<file path="config.mk">
export PLATFORM = sky130hd
export DESIGN_NAME = pipe_ctrl_seq
export DESIGN_NICKNAME = d
export VERILOG_FILES = /design/src/rtl/pipe_pkg.sv /design/src/rtl/prio_enc.sv /design/src/rtl/pipe_ctrl_seq.sv
export SDC_FILE = /design/constraint.sdc
export NUM_CORES = 1
export LEC_CHECK = 0
export ABC_AREA = 1
export ABC_CLOCK_PERIOD_IN_PS = 3100
export CORE_MARGIN = 2
export CORE_UTILIZATION = 42
export CTS_CLUSTER_SIZE = 25
export DETAILED_ROUTE_END_ITERATION = 8
export HOLD_SLACK_MARGIN = 0.05
export PLACE_DENSITY = 0.76
export RECOVER_POWER = 50
export SLEW_MARGIN = 0
export SYNTH_ARGS = -nofsm -noshare
export SYNTH_HDL_FRONTEND = slang
export SYNTH_SLANG_ARGS = --single-unit
export TNS_END_PERCENT = 20
</file>
<file path="constraint.sdc">
create_clock -name clk -period 3.1 [get_ports clk]
set_input_delay 0.465 -clock clk [delete_from_list [all_inputs] [get_ports clk]]
set_output_delay 0.465 -clock clk [all_outputs]
set_load 0.01 [all_outputs]
</file>
<file path="src/rtl/pipe_pkg.sv">
// Shared opcodes and sequencer state encoding for the
// pipeline control / LM-SM micro-op sequencer.
package pipe_pkg;

   localparam logic [3:0] OP_LW = 4'b0100;
   localparam logic [3:0] OP_LM = 4'b0110;
   localparam logic [3:0] OP_SM = 4'b0111;

   typedef enum logic [1:0] {
      S_IDLE     = 2'd0,
      S_LU_STALL = 2'd1,
      S_SEQ      = 2'd2
   } state_e;

   function automatic logic is_multi(input logic [3:0] op);
      return (op == OP_LM) || (op == OP_SM);
   endfunction

endpackage

</file>
<file path="src/rtl/prio_enc.sv">
// Lowest-set-bit priority encoder: index of the lowest
// set bit of vec, vld=0 when vec is all zeros.
module prio_enc #(
   parameter int NUM_REGS = 8,
   parameter int RA_W     = $clog2(NUM_REGS)
) (
   input  logic [NUM_REGS-1:0] vec,
   output logic [RA_W-1:0]     idx,
   output logic                vld
);

   always_comb begin
      idx = '0;
      vld = 1'b0;
      for (int i = NUM_REGS - 1; i >= 0; i--) begin
         if (vec[i]) begin
            idx = RA_W'(i);
            vld = 1'b1;
         end
      end
   end

endmodule

</file>
<file path="src/rtl/pipe_ctrl_seq.sv">
// Hazard/flush control with LM/SM micro-op sequencer.
// All outputs are registered alongside the FSM state.
module pipe_ctrl_seq
   import pipe_pkg::*;
#(
   parameter int NUM_REGS = 8,
   parameter int RA_W     = $clog2(NUM_REGS),
   parameter int OFS_W    = 16
) (
   input  logic                clk,
   input  logic                rst,
   input  logic                id_valid,
   input  logic [3:0]          id_opcode,
   input  logic [NUM_REGS-1:0] id_rlist,
   input  logic [RA_W-1:0]     id_rs1,
   input  logic [RA_W-1:0]     id_rs2,
   input  logic [1:0]          id_rs_used,
   input  logic                ex_is_load,
   input  logic [RA_W-1:0]     ex_rd,
   input  logic                ex_flush,
   output logic                stall_if,
   output logic                flush_id,
   output logic                uop_valid,
   output logic [RA_W-1:0]     uop_reg,
   output logic [OFS_W-1:0]    uop_ofs,
   output logic                uop_mem_we,
   output logic                uop_rf_we,
   output logic                seq_busy
);

   state_e              state_q, state_d;
   logic [NUM_REGS-1:0] mask_q, mask_d;
   logic [OFS_W-1:0]    cnt_q, cnt_d;
   logic                is_sm_q, is_sm_d;

   logic                stall_if_d, flush_id_d, uop_valid_d;
   logic [RA_W-1:0]     uop_reg_d;
   logic [OFS_W-1:0]    uop_ofs_d;
   logic                uop_mem_we_d, uop_rf_we_d, seq_busy_d;

   logic [NUM_REGS-1:0] sel_vec;
   logic [RA_W-1:0]     pe_idx;
   logic                pe_vld;
   logic                hazard;
   logic                issue;

   // In SEQ the encoder walks the pending mask, otherwise it
   // looks ahead at the incoming register list.
   assign sel_vec = (state_q == S_SEQ) ? mask_q : id_rlist;

   prio_enc #(
      .NUM_REGS(NUM_REGS),
      .RA_W    (RA_W)
   ) u_prio_enc (
      .vec(sel_vec),
      .idx(pe_idx),
      .vld(pe_vld)
   );

   assign hazard = ex_is_load &&
      ((id_rs_used[0] && (ex_rd == id_rs1)) ||
       (id_rs_used[1] && (ex_rd == id_rs2)));

   always_comb begin
      state_d      = state_q;
      mask_d       = mask_q;
      cnt_d        = cnt_q;
      is_sm_d      = is_sm_q;
      stall_if_d   = 1'b0;
      flush_id_d   = 1'b0;
      uop_valid_d  = 1'b0;
      uop_reg_d    = '0;
      uop_ofs_d    = '0;
      uop_mem_we_d = 1'b0;
      uop_rf_we_d  = 1'b0;
      issue        = 1'b0;

      if (ex_flush) begin
         state_d    = S_IDLE;
         mask_d     = '0;
         cnt_d      = '0;
         flush_id_d = 1'b1;
      end else begin
         unique case (state_q)
            S_IDLE: begin
               mask_d = '0;
               cnt_d  = '0;
               if (id_valid && hazard) begin
                  state_d    = S_LU_STALL;
                  stall_if_d = 1'b1;
                  flush_id_d = 1'b1;
               end else if (id_valid && is_multi(id_opcode) && pe_vld) begin
                  state_d = S_SEQ;
                  mask_d  = id_rlist;
                  is_sm_d = (id_opcode == OP_SM);
                  issue   = 1'b1;
               end
            end
            S_LU_STALL: state_d = S_IDLE;
            S_SEQ: begin
               if (pe_vld) issue = 1'b1;
               else        state_d = S_IDLE;
            end
            default: state_d = S_IDLE;
         endcase
      end

      // Stall is held until the final micro-op is on the way out.
      if (issue) begin
         mask_d       = mask_d & ~(NUM_REGS'(1) << pe_idx);
         uop_valid_d  = 1'b1;
         uop_reg_d    = pe_idx;
         uop_ofs_d    = cnt_d;
         cnt_d        = cnt_d + OFS_W'(1);
         uop_mem_we_d = is_sm_d;
         uop_rf_we_d  = !is_sm_d;
         stall_if_d   = |mask_d;
      end

      seq_busy_d = (state_d == S_SEQ);
   end

   always_ff @(posedge clk) begin
      if (rst) begin
         state_q    <= S_IDLE;
         mask_q     <= '0;
         cnt_q      <= '0;
         is_sm_q    <= 1'b0;
         stall_if   <= 1'b0;
         flush_id   <= 1'b0;
         uop_valid  <= 1'b0;
         uop_reg    <= '0;
         uop_ofs    <= '0;
         uop_mem_we <= 1'b0;
         uop_rf_we  <= 1'b0;
         seq_busy   <= 1'b0;
      end else begin
         state_q    <= state_d;
         mask_q     <= mask_d;
         cnt_q      <= cnt_d;
         is_sm_q    <= is_sm_d;
         stall_if   <= stall_if_d;
         flush_id   <= flush_id_d;
         uop_valid  <= uop_valid_d;
         uop_reg    <= uop_reg_d;
         uop_ofs    <= uop_ofs_d;
         uop_mem_we <= uop_mem_we_d;
         uop_rf_we  <= uop_rf_we_d;
         seq_busy   <= seq_busy_d;
      end
   end

endmodule

</file>
### After elaboration in Yosys (flattened, before gate mapping)

Cells that the tools add are included.

* $add $sub $neg: 1
* muxes and demuxes: 45
* reductions and logical operators: 12
* bitwise logic cells: 3
* equal/unequal tests: 6
* shift-type cells: 1

Operators with widths (count)
* 16-bit two-way mux: 3
* 8-bit two-way mux: 6
* 3-bit two-way mux: 8
* 1-bit two-way mux: 22
* 16-bit by 1-bit adder with 16-bit output (second input constant): 1
* 8-bit bitwise AND: 1
* 4-bit by 3-bit equality test with 1-bit output (second input constant): 2
* 2-bit two-way mux: 4
* 8-bit inverter: 1
* 8-bit OR reduction: 1
* 1-bit by 3-bit left shift with 8-bit output (first input constant): 1
* 3-bit equality test: 2
* 1-bit logical AND: 6
* 2-bit equality test (second input constant): 2
* 2-bit case mux with 2 select lines: 1
* 2-bit zero test: 1
* 1-bit logical OR: 2
* 1-bit case mux with 2 select lines: 1
* 2-bit OR reduction: 1
* 1-bit zero test: 1
* 1-bit inverter: 1

* logic and storage cells: 80
* input bits: 28
* output and inout bits: 25
* register bits: 52

### Logic depth before layout (Yosys ltp)

Gate-level depths: netlist of the first run.

* depth after elaboration: 18
* mapped depth: 17
* gate-level depth less buffers: 16

### By module

A second synthesis of the first run with hierarchy kept.

* cell total of the unflattened synthesis: 423
* area total of the unflattened synthesis: 2879.0 sq um

By module, submodules not included
* pipe_ctrl_seq: cells each 401, sequential area each 1041.0 sq um, area each 2780.2 sq um, instances 1
* prio_enc: cells each 22, sequential area each 0.0 sq um, area each 98.8 sq um, instances 1

### Least setup slack after synthesis of the first run

OpenSTA, ideal clock, no wires.

* path type: register to register
* from: register state_q[1]
* to: register cnt_q[12]
* period minus slack after synthesis: 1.899 ns
* setup time: 0.115 ns
* setup slack: 1.201 ns
* path buffers: 0
* stages on the path, launching flop included: 13
* required time: 2.985 ns
* data arrival time: 1.784 ns
* path through: dfxtp_1 > nor2_2 > nor2_4 > inv_2 > nor2_1 > ha_1 > inv_1 > nor3_1 > nand4_2 > nor2_2 > nand3_1 > nand2_1 > nor2_1

* cells in the longest elaborated chain, start to end: 16
* elaborated cells between the ends (all ways): 21
* those cells by class: add/sub (1); eq/ne (1); mux (17); reduce/logical (2)

Ends and longest elaborated chain
* start: declaration: line pipe_ctrl_seq.sv:31 `state_e state_q, state_d;`
* start signal: assignment: line pipe_ctrl_seq.sv:138 `state_q <= state_d;`
* 2-bit equality test: line pipe_ctrl_seq.sv:49, pipe_ctrl_seq.sv:84
* 8-bit two-way mux: line pipe_ctrl_seq.sv:49 `assign sel_vec = (state_q == S_SEQ) ? mask_q : id_rlist;`
* 1-bit two-way mux (8 in a row): line prio_enc.sv:16 `if (vec[i]) begin`
* 1-bit logical AND: line pipe_ctrl_seq.sv:92 `end else if (id_valid && is_multi(id_opcode) && pe_vld) begin`
* 1-bit two-way mux: line pipe_ctrl_seq.sv:92
* 1-bit two-way mux: line pipe_ctrl_seq.sv:88 `if (id_valid && hazard) begin`
* 1-bit case mux with 2 select lines: line pipe_ctrl_seq.sv:84 `unique case (state_q)`
* 1-bit two-way mux: line pipe_ctrl_seq.sv:78 `if (ex_flush) begin`
* 16-bit two-way mux (*): line pipe_ctrl_seq.sv:109 `if (issue) begin`
* end signal: assignment: line pipe_ctrl_seq.sv:140 `cnt_q <= cnt_d;`
* end: declaration: line pipe_ctrl_seq.sv:33 `logic [OFS_W-1:0] cnt_q, cnt_d;`

Every way passes the cells marked *; elsewhere a longest branch is shown, timed or not.
A chain may end at the register's enable or synchronous reset.

### Final worst setup path of the first run

* from: register state_q[1]
* to: register cnt_q[6]

Same word-level chain as after synthesis.

==> results.yml, run 1 <==
outcome:
  outcome: "complete, no violations"
logic_synthesis:
  synth_top_area_frac: 0.3964
  synth.avg_cell_area_um2: 6.717
  ys_top_cells_by_area: "dfxtp_1 (40%), nand2_1 (13%), nor2_1 (8.9%)"
  async_flop_share: 0
  synth_xor_area_frac: 0.01334
  synth_compound_area_frac: 0.09576
  synth_enable_flop_cells: 0
  ys_ff_latch: 52
  netlist_area_mm2: 0.002626
  synthSimpleGateAreaFrac: 0.3668
  syn_nets: 420
  synth_commonest_cells: "nand2_1 (91), nor2_1 (62), inv_1 (58), dfxtp_1 (52), o21ai_0 (18)"
  synth_fa_ha_area_frac: 0.004764
  yosys.area.top_type: "dfxtp_1"
  synth_top_family_by_area: "simple AND/OR/NAND/NOR gates"
  yosys-mux-area-fraction: 0
  yosysMostFrequentCell: "nand2_1"
  ys_seq_area_frac: 0.3964
  synth.distinct_cells: 29
  yosys_warnings: 0
  syn_inst: 391
  yosys_most_used_dff: "dfxtp_1"
layout:
  seq_area_mm2: 0.001041
  reg.largest.list: "cnt_q x16, uop_ofs x16, mask_q x8"
  postLayoutCellArea_mm2: 0.003262
  multi_input_area_mm2: 0.001254
  drive_above_1_share: 0.08804
  fillers: 591
  utilization: 0.5445
  syn_to_final_growth_pct: 24.20
  final_nets: 471
  diodes: 0
placed_design:
  placedInstanceArea_mm2: 0.003177
  gp_congestion: 0.8539
  portBuffers: 52
  hpwl_um: 4606
setup_path:
  cpMaxStageDelayCell: "dfxtp_1"
  r2r-start: "state_q[1]$_SDFF_PP0_"
  max_stage_delay_ns: 0.44
  critPathLaunch: "state_q[1]$_SDFF_PP0_"
  arrival_ns: 2.81
  worstSetupStartpointType: "flip-flop"
  crit_buf_inv: 2
  critPathMostFrequentCell: "nand2_2"
  crit_family: "simple AND/OR/NAND/NOR gates"
  crit_required_ns: 3.34
  crit_type: "flip-flop to flip-flop"
  cp_cell_sequence: "nand2_2 > o21ai_1 > nand2_2 > nor2_4 > nand2_4 > nand3_1 > nand2_2 > inv_1 > buf_4 > nor2_2 > nand2_1 > o21ai_1 > a21oi_1"
  crit_fanout: 14
  critPathCaptureType: "flip-flop"
timing:
  hold_violations: 0
  rsz0062_at_grt: "no"
  fin_skew_ns: 0.007948
  fin_crit_sh: 0.8284
  fmax_mhz: 389.4
  tns_ns: 0
  period_needed_ns: 2.568
  slew_headroom: 0.6185
  worstMarginPinSlew_ns: 0.5685
  final_max_slew_viol_count: 0
  whs_ns: 0.4640
  finalSetupViolations: 0
hold_path:
  hold_class: "flip-flop to flip-flop"
  hold_path.startpoint: "cnt_q[0]$_SDFF_PP0_"
cts:
  clkSlewWorstSetupHoldPaths_ns: 0.09
  cts_made_buffers: 5
  cts_buffer_depth: 2
  clock_latency_ns: 0.30
  cts_tree: "done"
  cts_post_setup_buffers_inserted: 0
  clock-sinks: 52
  hold_buffers: 0
  ctsResizeCount: 0
  clock-root-buffer: "clkbuf_8"
  htreeDepth: 2
floorplan:
  num_rows: 28
  initial_utilization: 0.4384
  die_h_um: 83.08
  core_mm2: 0.005991
  ios: 53
  die_w_um: 83.08
  die_area_mm2: 0.006901
routing:
  drt-pass1-iter-count: 4
  drt_wl_total_um: 5989
  drcViolationCount: 0
  drt_iter0_markers: 126
  routed_via_density: 4.807
  wire_per_inst_um: 11.56
  dr_total_vias: 2490
  final_antenna_net_count: 0
global_routing:
  grt_overflow: 0
  track_usage: 0.1802
  grt_max_degree: 22
  antenna_found_initial: 0
  grt_pass1_vias: 2439
  grt_pass1_wl_um: 10360
power_and_ir_drop:
  vdd_drop_max_uv: 304.3
  power_uw: 1185
  powerDensity_mw_per_mm2: 363.4
  power_leakage_uw: 0.001403
job:
  drv_cap: 0
worst register-to-register path, delay by kind of cell, from the launching register on:
kind                   cells  cell delay (ns)
AO/OA/AOI/OAI              3             0.53
buffers and inverters      2             0.59
flip-flops                 1             0.44
AND/OR/NAND/NOR            8             0.93
cell type report:
| class | instances | share of cell area |
|---|---|---|
| repair buffers | 55 | 0.1665 |
| clock buffers | 7 | 0.02647 |
| inverters | 63 | 0.07250 |
| well taps | 75 | 0.02877 |
| multi-input cells | 265 | 0.3843 |
| clock inverters | 1 | 0.002301 |
| flip-flops and latches | 52 | 0.3191 |
power by group:
part / total (uW) / internal, uW / switching [uW]
registers: 672 / 670 / 1.35
logic: 120 / 54.6 / 65.5
clock network: 393 / 182 / 212
total: 1190 / 907 / 279
worst paths after layout:
check | endpoint | slack, ns | depth (start not counted)
worst min register to register | uop_ofs[0]$_SDFF_PP0_ | 0.46 | 2
worst min-delay path | uop_ofs[0]$_SDFF_PP0_ | 0.46 | 2
worst max register to register | cnt_q[6]$_SDFF_PP0_ | 0.53 | 13
worst max-delay path | cnt_q[6]$_SDFF_PP0_ | 0.53 | 13
through the flow:
| stage | worst slack [ns] | std cells |
|---|---|---|
| 3_5_place_dp | 0.3870 | 510 |
| 2_1_floorplan | 1.201 | 391 |
| 6_report | 0.5320 | 518 |
| 3_3_place_gp | 0.4455 | 510 |
| 4_1_cts | 0.6148 | 518 |
| 5_1_grt | 0.2049 | 518 |
layout by cell type (no fill, tap or decap), types with 2 or more instances in the layout:
cell type        instances
nand2_1                 93
nor2_1                  62
inv_1                   59
dfxtp_1                 52
clkdlybuf4s50_1         26
dlygate4sd3_1           26
o21ai_0                 18
nand3_1                 17
a21oi_1                 15
nor3_1                  11
nand4_1                 10
nor2_2                   8
nand2_2                  6
clkbuf_8                 6
o21ai_1                  5
inv_2                    4
xor2_1                   4
o21ai_2                  3
buf_4                    3
nor2_4                   2
nor4_1                   2
a21oi_2                  2
logic make-up (layout without fill, tap and decap cells):
| kind of cell | Yosys count | in the layout |
|---|---|---|
| flops | 52 | 52 |
| compound gates | 45 | 45 |
| simple gates | 215 | 215 |
| xor+xnor | 4 | 4 |
| fa+ha+maj | 1 | 1 |
| buf+inv | 74 | 126 |
routing by layer:
layer | track usage | wire [um]
met1 | 0.2302 | 2781
met2 | 0.2991 | 2735
met3 | 0.03976 | 344
met4 | 0.06408 | 128
met5 | 0 | 0
Note: power is estimated with default switching activity, not from simulation.
==> run 2, diff against run 1 <==
- ABC_CLOCK_PERIOD_IN_PS: 3100 -> 2400
- clock period: 3.1 -> 2.4 ns (I/O delays scaled with it)
==> run 2 against run 1 <==
  * Critical endpoint is now uop_ofs[5]$_SDFF_PP0_
  * Largest power group unchanged
  * Core utilization rose by 1.4 points
  * Count of clock-buffer cells in the layout shrank 2
  * Register-to-register slack got worse by 0.32 ns
  * First-iteration DRC count fell by 24%
  * Power grew 31%
  * Final area increased by 2.6%
  * Critical path depth stayed put
  * Final cell count grew 1.9%
  * Highest routed layer unchanged
  * Global-route usage rose by 0.19 points
==> results.yml, run 2 (same netlist as run 1, synthesis figures left out) <==
cts:
  htreeDepth: 2
  clkSlewWorstSetupHoldPaths_ns: 0.11
  cts_post_setup_buffers_inserted: 0
  cts_tree: "done"
  cts_made_buffers: 5
  clock_latency_ns: 0.32
  cts_buffer_depth: 2
  clock-sinks: 52
  clock-root-buffer: "clkbuf_8"
layout:
  drive_above_1_share: 0.1192
  final_nets: 481
  reg.largest.list: "cnt_q x16, uop_ofs x16, mask_q x8"
  fillers: 551
  diodes: 0
  syn_to_final_growth_pct: 27.39
  layout_commonest_cell: "nand2_1"
  final_cell_mix: "nand2_1 (91), nor2_1 (62), inv_1 (58)"
setup_path:
  crit_buf_inv: 3
  max_stage_delay_ns: 0.41
  worstSetupStartpointType: "flip-flop"
  crit_type: "flip-flop to flip-flop"
  crit_fanout: 21
  r2r-start: "state_q[0]$_SDFF_PP0_"
  cpMaxStageDelayCell: "dfxtp_1"
  regToRegSetupSlack_ns: 0.22
  cp_cell_sequence: "inv_2 > nand2_2 > nand2_1 > o21ai_2 > nand2_2 > nor2_4 > nand2_4 > nand3_4 > nand2_2 > inv_2 > nor2_2 > inv_2 > nor3_1"
  r2r_cells: 13
  arrival_ns: 2.38
  critPathCaptureType: "flip-flop"
  crit_family: "simple AND/OR/NAND/NOR gates"
  r2r-end: "uop_ofs[5]$_SDFF_PP0_"
  crit_required_ns: 2.60
routing:
  dr_total_vias: 2581
  drt-pass1-iter-count: 4
  drt_wl_total_um: 6074
  drcViolationCount: 0
  routed_via_density: 4.888
  drt_iter0_markers: 96
  final_antenna_net_count: 0
  wire_per_inst_um: 11.50
global_routing:
  top_usage_layer: "met2"
  grt_pass1_vias: 2415
  grt_pass1_wl_um: 10470
  grt_max_degree: 22
  use_met2: 0.3174
  grt_util_met1: 0.2185
  antenna_found_initial: 0
  grt_overflow: 0
  met3_usage: 0.04672
  track_usage: 0.1821
floorplan:
  ios: 53
  die_h_um: 83.08
  core_mm2: 0.005991
  initial_utilization: 0.4384
  num_rows: 28
  die_w_um: 83.08
  die_area_mm2: 0.006901
placed_design:
  hpwl_um: 4650
  gp_congestion: 0.8559
  portBuffers: 52
timing:
  slew_headroom: 0.7010
  fin_skew_ns: 0.009826
  hold_violations: 0
  fin_crit_sh: 0.9097
  period_needed_ns: 2.183
  fmax_mhz: 458.0
  rsz0062_at_grt: "no"
  whs_ns: 0.4935
  finalSetupViolations: 0
  final_max_slew_viol_count: 0
  worstMarginPinSlew_ns: 0.4456
outcome:
  outcome: "complete, no violations"
hold_path:
  hold_class: "flip-flop to flip-flop"
  min_to: "uop_ofs[9]$_SDFF_PP0_"
  holdPathStages: 2
  hold_path.startpoint: "cnt_q[9]$_SDFF_PP0_"
job:
  drv_cap: 0
power_and_ir_drop:
  power_leakage_uw: 0.001451
  vdd_drop_max_uv: 343.5
  powerDensity_mw_per_mm2: 464.6
  power_uw: 1554
-- run 2: changes by cell type in the layout (fill, tap and decap cells not counted), moves of 2 or more --
cell     previous run  this run
nand2_2             6         8
nand2_1            93        91
inv_6               0         2
buf_4               3        12
-- run 2: per-layer routing --
metal  vias up  routed length, um
li1       1334                  -
met1      1168               2697
met2        72               3002
met3         7                320
met4         0                 55
met5         -                  0
-- run 2: tightest hold or removal path, delay by kind of cell, from the launching register on --
| family | cells | cell delay (ns) |
|---|---|---|
| DFF | 1 | 0.34 |
| buffers and inverters | 1 | 0.07 |
| and+or+nand+nor | 1 | 0.05 |
-- run 2: cell type report --
| class | instances | area [um2] | area share |
|---|---|---|---|
| inverter | 63 | 236.5 | 0.07068 |
| sequential | 52 | 1041 | 0.3111 |
| tap | 75 | 93.84 | 0.02805 |
| timing repair buffer | 65 | 614.3 | 0.1836 |
| clock buffer | 5 | 68.82 | 0.02057 |
| multi-input combinational | 265 | 1266 | 0.3785 |
| clock inverter | 3 | 25.02 | 0.007479 |
-- run 2: worst max path at each step --
stage / start / cells past startpoint / to / slack (ns)
finish: state_q[0]$_SDFF_PP0_ / 13 / uop_ofs[5]$_SDFF_PP0_ / 0.22
detailed placement: ex_flush / 12 / cnt_q[9]$_SDFF_PP0_ / -0.002
global route: state_q[1]$_SDFF_PP0_ / 13 / cnt_q[10]$_SDFF_PP0_ / 0.007
floorplan: state_q[1]$_SDFF_PP0_ / 12 / cnt_q[12]$_SDFF_PP0_ / 0.50
global placement: ex_flush / 12 / cnt_q[9]$_SDFF_PP0_ / 0.07
CTS: state_q[1]$_SDFF_PP0_ / 11 / uop_ofs[5]$_SDFF_PP0_ / 0.14
-- run 2: power breakdown --
part	switching, uW	leakage (uW)	internal, uW
sequential	1.64	0.000419	866
combinational	85.4	0.000986	73.2
clock	315	0.0000452	213
total	402	0.00145	1150
-- run 2: per-stage QoR --
stage                     instance area [um2]  utilization  instances  setup slack [ns]  setup TNS, ns
after floorplan                          2626            -        391            0.5008              0
after global placement                   3252       0.5428        520           0.06565              0
after detailed placement                 3252       0.5428        520         -0.002331      -0.002331
after CTS                                3346       0.5585        528            0.1421              0
after global routing                     3346       0.5585        528          0.006849              0
final                                    3346       0.5585        528            0.2168              0
-- run 2: what timing repair did --
| action | CTS | global route |
|---|---|---|
| gates resized for setup | 0 | 1 |
| endpoints found under the setup margin | 0 | 22 |
| hold buffers | 0 | 0 |
==> run 3, diff against run 2 <==
- CORE_MARGIN: 2 -> default
- CTS_CLUSTER_DIAMETER: default -> 50
- SKIP_LAST_GASP: default -> 1
==> run 3 against run 2 <==
  * Largest power group unchanged
  * Highest routed layer unchanged
  * Routed wire length is 0.36% higher
  * Critical path type unchanged
  * Combinational power is essentially flat
  * Final area rose by 0.30%
  * Maximum frequency decreased by 1.4%
  * Clock skew grew 0.0023 ns
==> results.yml, run 3 (same netlist as run 1, synthesis figures left out) <==
hold_path:
  hold_class: "flip-flop to flip-flop"
global_routing:
  grt_overflow: 0
  antenna_found_initial: 0
  grt_pass1_vias: 2446
  track_usage: 0.2023
  grt_pass1_wl_um: 10290
  grt_max_degree: 22
setup_path:
  crit_required_ns: 2.59
  critPathCaptureType: "flip-flop"
  arrival_ns: 2.41
  max_stage_delay_ns: 0.44
  crit_fanout: 9
  critPathMostFrequentCell: "nor2_1"
  crit_type: "flip-flop to flip-flop"
  cp_cell_sequence: "nor2_1 > nor2_4 > clkbuf_4 > nand2_1 > nor2_1 > inv_1 > nor2_1 > inv_1 > nor2_1 > nand3_1 > o21ai_0 > nor2_1"
  worstSetupStartpointType: "flip-flop"
  regToRegSetupSlack_ns: 0.19
  cpMaxStageDelayCell: "dfxtp_1"
routing:
  dr_total_vias: 2555
  drt-pass1-iter-count: 4
  wire_per_inst_um: 11.52
  drt_iter0_markers: 116
  drcViolationCount: 0
  routed_via_density: 4.830
  drt_wl_total_um: 6096
  final_antenna_net_count: 0
timing:
  tns_ns: 0
  slew_headroom: 0.6433
  fin_skew_ns: 0.01213
  final_max_slew_viol_count: 0
  whs_ns: 0.4716
  fin_crit_sh: 0.9229
  finalSetupViolations: 0
  hold_violations: 0
  period_needed_ns: 2.215
  rsz0062_at_grt: "no"
  worstMarginPinSlew_ns: 0.5333
  fin_ws_ns: 0.1851
  fmax_mhz: 451.5
cts:
  htreeDepth: 2
  cts_made_buffers: 5
  clock-sinks: 52
  cts_tree: "done"
  clock_latency_ns: 0.31
  hold_buffers: 0
  clkSlewWorstSetupHoldPaths_ns: 0.09
  clock-root-buffer: "clkbuf_8"
  cts_buffer_depth: 2
  cts_post_setup_buffers_inserted: 0
  ctsResizeCount: 0
power_and_ir_drop:
  clockPowerShare: 0.364
  p_int_uw: 1250
  pwr-share-comb: 0.098
  power_switching_uw: 363.2
  vdd_drop_max_uv: 289.9
  power_leakage_uw: 0.001465
  p_seq_frac: 0.538
  powerDensity_mw_per_mm2: 480.6
  power_uw: 1613
  switching_share: 0.2252
layout:
  diodes: 0
  layout_commonest_cell: "nand2_1"
  reg.largest.list: "cnt_q x16, uop_ofs x16, mask_q x8"
  drive_above_1_share: 0.1101
  final_nets: 482
  syn_to_final_growth_pct: 27.78
  final_cell_mix: "nand2_1 (92), nor2_1 (64), inv_1 (58)"
job:
  drv_cap: 0
floorplan:
  core_mm2: 0.005991
  ios: 53
  die_w_um: 81.08
  die_h_um: 81.08
  die_area_mm2: 0.006573
  num_rows: 28
  initial_utilization: 0.4384
outcome:
  outcome: "complete, no violations"
placed_design:
  dp_slack_ns: -0.02224
  gp_congestion: 0.8642
  portBuffers: 52
  hpwl_um: 4726
==> run 3: cell count changes in the layout (fill, tap and decap cells not counted), sizes merged <==
cell	delta
bufinv	+1
clkbuf	+2
clkinv	+1
clkinvlp	-1
inv	-2
==> run 3: final timing paths <==
| check | cells after the start | end | start |
|---|---|---|---|
| setup / recovery | 12 | cnt_q[9]$_SDFF_PP0_ | state_q[1]$_SDFF_PP0_ |
| hold / removal | 2 | uop_ofs[0]$_SDFF_PP0_ | cnt_q[0]$_SDFF_PP0_ |
| hold reg to reg | 2 | uop_ofs[0]$_SDFF_PP0_ | cnt_q[0]$_SDFF_PP0_ |
| setup reg to reg | 12 | cnt_q[9]$_SDFF_PP0_ | state_q[1]$_SDFF_PP0_ |
==> run 3: through the flow <==
step / cells / util / area, um2
5_1_grt: 529 / 0.5602 / 3356
6_report: 529 / 0.5602 / 3356
3_3_place_gp: 521 / 0.5441 / 3259
4_1_cts: 529 / 0.5620 / 3367
3_5_place_dp: 521 / 0.5441 / 3259
2_1_floorplan: 391 / - / 2626
==> run 3: layout make-up <==
class	instances	area, um2
clock inverter	2	35.03
clock buffer	6	72.57
fill	575	2635
multi-input combinational	265	1255
inverter	63	236.5
timing repair buffer	66	621.8
tap	75	93.84
sequential	52	1041
==> run 3: power groups by stage <==
stage | clock network [uW] | registers, uW | logic [uW]
floorplan | 0 | 889 | 85.3
global placement | 0 | 888 | 157
detailed placement | 0 | 888 | 160
CTS | 598 | 868 | 161
global route | 635 | 868 | 177
finish | 587 | 868 | 159
==> run 3: per-layer routing <==
metal  routed length, um  GRT usage
met1                2767     0.2391
met2                2931     0.3588
met3                 281    0.04157
met4                 116    0.07321
met5                   0          0
==> run 3: worst max-delay path, delay by kind of cell, from the launching register on <==
family                 cells  cell delay (ns)
buffers and inverters      3             0.30
DFF                        1             0.44
and+or+nand+nor            8             1.19
AOI/OAI and AO/OA          1             0.17
